**src/rtl/multicycle_ctrl.sv**
```systemverilog
// multicycle_ctrl: per-instruction sequencer for the MIPS-subset core.
// Reuses one ALU and one memory port across fetch/decode/execute/memory/
// writeback cycles and drives the datapath control encodings plus IR/PC
// write strobes.
//
// Optional feature macro: ILLEGAL_TRAP_EN
//   defined   -> unknown opcode/funct in DECODE enters HALT (halted=1) until reset
//   undefined -> unknown instructions retire like nop, halted is constant 0
//
// state  | meaning
// -------+-----------------------------------------------------------
// FETCH  | 0  latch fetched word into IR
// DECODE | 1  register read, dispatch by opcode; nop/unknown retire here
// EXEC   | 2  ALU operation for add/sub/ori/lui
// ALUWB  | 3  write ALU result to register file, advance PC
// ADDR   | 4  effective address = rs + sign-extended imm16
// MEMRD  | 5  data-memory read (lw)
// MEMWB  | 6  write loaded word to rt, advance PC
// MEMWR  | 7  data-memory write (sw), advance PC
// BRANCH | 8  compare rs/rt, PC takes branch target when equal
// JUMP   | 9  jal (link to $31) or jr
// HALT   | 10 illegal instruction trap, frozen until reset
module multicycle_ctrl (
  input  logic        clk,
  input  logic        reset,
  input  logic [31:0] instr,
  input  logic        zero,
  output logic        irWE,
  output logic        pcWE,
  output logic [2:0]  aluOp,
  output logic        aluSrc,
  output logic        usExt,
  output logic [1:0]  regDesCtrl,
  output logic [1:0]  regDataCtrl,
  output logic        regWE,
  output logic        dmWE,
  output logic        dmRE,
  output logic [2:0]  nextPCop,
  output logic [3:0]  state,
  output logic        halted
);

  typedef enum logic [3:0] {
    S_FETCH  = 4'd0,
    S_DECODE = 4'd1,
    S_EXEC   = 4'd2,
    S_ALUWB  = 4'd3,
    S_ADDR   = 4'd4,
    S_MEMRD  = 4'd5,
    S_MEMWB  = 4'd6,
    S_MEMWR  = 4'd7,
    S_BRANCH = 4'd8,
    S_JUMP   = 4'd9
`ifdef ILLEGAL_TRAP_EN
    ,
    S_HALT   = 4'd10
`endif
  } state_t;

  state_t st;

  logic [5:0] op;
  logic [5:0] fn;
  logic is_nop, is_rtype, is_add, is_sub, is_jr;
  logic is_ori, is_lui, is_lw, is_sw, is_beq, is_jal;
  logic is_alu, is_mem, is_jump;
  logic [2:0] exec_op;
  logic exec_src, exec_us;

  assign op       = instr[31:26];
  assign fn       = instr[5:0];
  // nop is the all-zero word; it shares op 000000 with R-type but is not add/sub/jr
  assign is_nop   = (instr == 32'd0);
  assign is_rtype = (op == 6'b000000);
  assign is_add   = is_rtype && (fn == 6'b100000);
  assign is_sub   = is_rtype && (fn == 6'b100010);
  assign is_jr    = is_rtype && (fn == 6'b001000);
  assign is_ori   = (op == 6'b001101);
  assign is_lui   = (op == 6'b001111);
  assign is_lw    = (op == 6'b100011);
  assign is_sw    = (op == 6'b101011);
  assign is_beq   = (op == 6'b000100);
  assign is_jal   = (op == 6'b000011);
  assign is_alu   = is_add | is_sub | is_ori | is_lui;
  assign is_mem   = is_lw | is_sw;
  assign is_jump  = is_jal | is_jr;

  // ALU controls shared by EXEC and ALUWB so the result stays stable through writeback
  assign exec_op  = is_sub ? 3'b001 : is_ori ? 3'b010 : is_lui ? 3'b011 : 3'b000;
  assign exec_src = is_ori | is_lui;
  assign exec_us  = is_ori;

  // State register: sequence through the per-instruction cycles
  always_ff @(posedge clk) begin
    if (reset) begin
      st <= S_FETCH;
    end else begin
      case (st)
        S_FETCH:  st <= S_DECODE;
        S_DECODE: begin
          if (is_alu)       st <= S_EXEC;
          else if (is_mem)  st <= S_ADDR;
          else if (is_beq)  st <= S_BRANCH;
          else if (is_jump) st <= S_JUMP;
`ifdef ILLEGAL_TRAP_EN
          else if (!is_nop) st <= S_HALT;
`endif
          else              st <= S_FETCH;
        end
        S_EXEC:   st <= S_ALUWB;
        S_ALUWB:  st <= S_FETCH;
        S_ADDR:   st <= is_lw ? S_MEMRD : S_MEMWR;
        S_MEMRD:  st <= S_MEMWB;
        S_MEMWB:  st <= S_FETCH;
        S_MEMWR:  st <= S_FETCH;
        S_BRANCH: st <= S_FETCH;
        S_JUMP:   st <= S_FETCH;
`ifdef ILLEGAL_TRAP_EN
        S_HALT:   st <= S_HALT;
`endif
        default:  st <= S_FETCH;
      endcase
    end
  end

  // Moore decode of the datapath controls; reset forces everything quiet
  always_comb begin
    irWE        = 1'b0;
    pcWE        = 1'b0;
    aluOp       = 3'b000;
    aluSrc      = 1'b0;
    usExt       = 1'b0;
    regDesCtrl  = 2'b00;
    regDataCtrl = 2'b00;
    regWE       = 1'b0;
    dmWE        = 1'b0;
    dmRE        = 1'b0;
    nextPCop    = 3'b000;
    if (!reset) begin
      case (st)
        S_FETCH: irWE = 1'b1;
        S_DECODE: begin
`ifdef ILLEGAL_TRAP_EN
          pcWE = is_nop;
`else
          pcWE = !(is_alu | is_mem | is_beq | is_jump);
`endif
        end
        S_EXEC: begin
          aluOp  = exec_op;
          aluSrc = exec_src;
          usExt  = exec_us;
        end
        S_ALUWB: begin
          aluOp      = exec_op;
          aluSrc     = exec_src;
          usExt      = exec_us;
          regWE      = 1'b1;
          regDesCtrl = is_rtype ? 2'b01 : 2'b00;
          pcWE       = 1'b1;
        end
        S_ADDR: begin
          aluSrc = 1'b1;
        end
        S_MEMRD: begin
          aluSrc = 1'b1;
          dmRE   = 1'b1;
        end
        S_MEMWB: begin
          regWE       = 1'b1;
          regDataCtrl = 2'b01;
          pcWE        = 1'b1;
        end
        S_MEMWR: begin
          aluSrc = 1'b1;
          dmWE   = 1'b1;
          pcWE   = 1'b1;
        end
        S_BRANCH: begin
          aluOp    = 3'b001;
          pcWE     = 1'b1;
          nextPCop = zero ? 3'b001 : 3'b000;
        end
        S_JUMP: begin
          pcWE = 1'b1;
          if (is_jal) begin
            regWE       = 1'b1;
            regDesCtrl  = 2'b10;
            regDataCtrl = 2'b10;
            nextPCop    = 3'b010;
          end else begin
            nextPCop = 3'b011;
          end
        end
        default: ;
      endcase
    end
  end

  assign state = st;

`ifdef ILLEGAL_TRAP_EN
  assign halted = (st == S_HALT);
`else
  assign halted = 1'b0;
`endif

endmodule
```
**config.mk**
```make
export PLATFORM = sky130hd
export DESIGN_NAME = multicycle_ctrl
export DESIGN_NICKNAME = d
export VERILOG_FILES = /design/src/rtl/multicycle_ctrl.sv
export SDC_FILE = /design/constraint.sdc
export NUM_CORES = 1
export LEC_CHECK = 0
export BUFFER_PORTS_ARGS = -buffer_cell sky130_fd_sc_hd__buf_2
export CELL_PAD_IN_SITES_DETAIL_PLACEMENT = 1
export CELL_PAD_IN_SITES_GLOBAL_PLACEMENT = 1
export CORE_MARGIN = 2
export CORE_UTILIZATION = 23
export CTS_CLUSTER_SIZE = 25
export DETAILED_ROUTE_END_ITERATION = 10
export GPL_TIMING_DRIVEN = 0
export HOLD_SLACK_MARGIN = 0.08
export PLACE_DENSITY_LB_ADDON = 0.3
export SLEW_MARGIN = 40
export SYNTH_ARGS = -nofsm -noshare
export SYNTH_HDL_FRONTEND = slang
export SYNTH_SLANG_ARGS = --single-unit
```
**constraint.sdc**
```tcl
create_clock -name clk -period 2.4 [get_ports clk]
set_input_delay 0.12 -clock clk [delete_from_list [all_inputs] [get_ports clk]]
set_output_delay 0.12 -clock clk [all_outputs]
set_load 0.01 [all_outputs]
```
==> reports/results.env <==
GRT_PASS1_VIAS=717
SYNTH_CELL_TYPES=38
INITIAL_UTILIZATION=0.236
PATH_TYPE_OF_THE_WORST_SETUP_PATH='flip-flop to output port'
POWER.DENSITY_CELL_AREA_nW_PER_UM2=276
POSTSYNTHCELLCOUNT=82
GP_CONGESTION=0.730
SYN2LAYOUT_AREA_GROWTH_PCT=40.0
WORSTPATHREQUIRED_NS=2.28
HOLD_PATH_DEPTH=3
CTS_TREE='built'
CLOCKROOTBUFFER='sky130_fd_sc_hd__clkbuf_4'
REGAREA_UM2=80.1
CLOCK_TRANSITION_AT_THE_REGISTER_CLOCK_PINS_ON_THE_WORST_SETUP_AND_HOLD_PATHS_AFTER_CTS_NS=0.04
SYNTH-MAIN-FF-CELL='sky130_fd_sc_hd__dfxtp_1'
OVERALL_VIA_COUNT_FROM_DETAIL_ROUTE=737
VIAS_PER_CELL=4.95
PLACEMENT_ROWS=18
FINAL.PERIOD_UTILIZATION=0.774
STDCELL_COUNT=149
POSTCTSRESIZEDCELLS=0
FINALNETCOUNT=156
CRITICAL_PATH.STARTPOINT_TYPE='flip-flop'
COMPLEX_GATE_FRACTION_OF_THE_SYNTHESIZED_AREA=0.200
MULTI_INPUT_COMB_AREA_UM2=447
RUN_STATUS='finished, final reports clean'
MAXCAPVIOLCOUNT=0
DIE_X_UM=53.8
CORE_AREA_UM2=2410
DPL.CELL_COUNT=146
TRACK_USAGE=0.130
SETUP_TOTAL_NEGATIVE_SLACK_NS=0
DP_HPWL_UM=1500
HOLD_VIOL=0
FILLCELLCOUNT=321
PLACE_WS_NS=0.823
LAYOUT.CELLS.MOST_COMMON='sky130_fd_sc_hd__buf_2'
DEEPEST_LEVEL_OF_THE_CTS_H_TREE=1
ROUTE.FINAL.WIRE_LENGTH_UM=1800
YOSYSWARNINGCOUNT=0
CRITICAL_PATH.MAX_STAGE_DELAY_NS=0.47
POST_ROUTE_ANTENNA_NET_VIOLATION_COUNT=0
PIN_COUNT_OF_THE_BIGGEST_NET_ENTERING_GLOBAL_ROUTING=11
WL_PER_CELL_UM=12.1
SYNTH.AREA.MUX_SHARE=0
POWER.IR.VDD_WORST_mV=0.154
DIEHEIGHT_UM=53.8
SYN-CELL-AREA_UM2=569
BUFFER_PORTS.INSERTED=32
FINAL.MIN_CLOCK_PERIOD_NS=1.86
YS_FF_LATCH=4
RR_STARTPOINT='state[1]'
DRC=0
POST_SYNTH_FA_HA_MAJ_AREA_FRACTION=0
INITIALDRTVIOLATIONCOUNT=8
INSERTEDDIODECOUNT=0
CLOCK-SINKS=4
BOUNDARYPINS=57
GLOBALROUTEOVERFLOWTOTAL=0
FMAX_MHz=538
END_KIND='output port'
DRIVE_GT1_FRAC=0.403
SEQ_AREA_FRAC_SYNTH=0.141
HOLD_PATH_END='state[0]'
SYNTH-SIMPLE-AREA-SHARE=0.565
HP-START='reset'
DETAILEDROUTE.FIRSTPASSITERATIONCOUNT=5
YS_ASYNC_SR_FRACTION=0
REGTOREGSETUPSLACK_NS=1.09
WORST-ENDPOINT-ARRIVAL_NS=1.74
CRIT_FANOUT=10
CLOCK_SKEW_NS=0.00479
SYNTH_ENABLE_FLOP_CELLS=0
POST_SYNTH_XOR_AREA_FRACTION=0
GRT_PASS1_WL_UM=2860
FLOORPLAN.DIE_AREA_UM2=2890
CRIT_FAMILY='flip-flops'
FINAL-SETUP-VIOL-COUNT=0
POST-ROUTE-WORST-SETUP-SLACK_NS=0.543
CRITPATHBUFINV=1
SYNTH_TOP_FAMILY_BY_AREA='simple AND/OR/NAND/NOR gates'
WORST_R2R_END='state[1]'
CLOCK_LATENCY_NS=0.23
CELLS_ALONG_THE_CRITICAL_PATH='or3b_1, a2111oi_0, buf_2'
CLK_PATH_BUF_DEPTH=2
SYN_AREA_PER_CELL_UM2=6.94
HOLD_BUFFERS=0
TIMING.REG2REG.WORST_PATH_DEPTH=3
GRT_SETUP_UNREPAIRED='false'
HOLDCRITPATHCLASS='primary input to flip-flop'
GRT_ANTENNA_BEFORE_REPAIR=0
SLEW_VIOLATIONS=0
MAX_REG_FLOPS=4
WORST_PATH_MAX_DELAY_CELL='sky130_fd_sc_hd__dfxtp_1'
POST-CTS-SETUP-BUFFERS=0
LEAKAGE_nW=0.369
MOST_USED_CELLS_IN_THE_LAYOUT_EXCLUDING_FILL_AND_TAP_CELLS='sky130_fd_sc_hd__buf_2, sky130_fd_sc_hd__nor2_1, sky130_fd_sc_hd__nor3_1, sky130_fd_sc_hd__a21oi_1'
CTS_MADE_BUFFERS=3
==> layout make-up <==
cell class / instances / share of cell area
Timing Repair Buffer: 32 / 0.201
Inverter: 1 / 0.00471
Multi-Input combinational cell: 72 / 0.560
Clock buffer: 3 / 0.0283
Buffer: 7 / 0.0581
Tap cell: 30 / 0.0471
Sequential cell: 4 / 0.100
==> where the power goes <==
group | internal [mW] | switching (mW) | leakage, nW
Combinational | 0.0305 | 0.0379 | 0.322
Sequential | 0.0687 | 0.00172 | 0.0326
Clock | 0.0558 | 0.0252 | 0.0138
==> synthesized netlist by cell type (3+ instances only) <==
cell | number | area share
sky130_fd_sc_hd__a21oi_1 | 6 | 0.053
sky130_fd_sc_hd__buf_4 | 3 | 0.040
sky130_fd_sc_hd__nor3b_1 | 3 | 0.040
sky130_fd_sc_hd__nor2_1 | 12 | 0.079
sky130_fd_sc_hd__nand2_1 | 4 | 0.026
sky130_fd_sc_hd__nor2b_1 | 3 | 0.033
sky130_fd_sc_hd__nor3_1 | 6 | 0.053
sky130_fd_sc_hd__dfxtp_1 | 4 | 0.14
==> logic make-up after synthesis <==
group / count (synthesis)
AOI/OAI and AO/OA: 17
and+or+nand+nor: 52
DFF: 4
other: 1
buffers and inverters: 8
==> worst register-to-register path, cell delays in order (launching register included) <==
cell	delay [ns]
sky130_fd_sc_hd__dfxtp_1	0.34
sky130_fd_sc_hd__or3b_1	0.38
sky130_fd_sc_hd__or3_4	0.35
sky130_fd_sc_hd__o22ai_1	0.17
==> per-stage QoR <==
| stage | instance area [um2] | power (mW) | hold WS [ns] | util |
|---|---|---|---|---|
| 4_1_cts | 797 | 0.221 | 0.258 | 0.331 |
| 5_1_grt | 797 | 0.236 | 0.266 | 0.331 |
| 6_report | 797 | 0.220 | 0.249 | 0.331 |
| 2_1_floorplan | 577 | 0.112 | 0.294 | - |
| 3_3_place_gp | 774 | 0.138 | 0.483 | 0.321 |
| 3_5_place_dp | 774 | 0.141 | 0.491 | 0.321 |
==> worst max path at each step <==
stage                         from             end  cells after the start
after detailed placement  state[0]   regDesCtrl[1]                      5
after global placement    state[3]     nextPCop[0]                      3
after global routing      state[0]  regDataCtrl[1]                      5
final                     state[3]     nextPCop[0]                      3
after CTS                 state[3]     nextPCop[0]                      3
after floorplan           state[3]     nextPCop[0]                      2
==> layer usage <==
metal  vias to the layer above  part of all wire  GRT usage
met1                       341              0.44      0.148
met3                         0             0.060    0.00278
met5                         -                 0          0
li1                        372                 -          -
met2                        24              0.50      0.258
met4                         0                 0     0.0385
No activity file was read; power rests on OpenSTA's default activity.
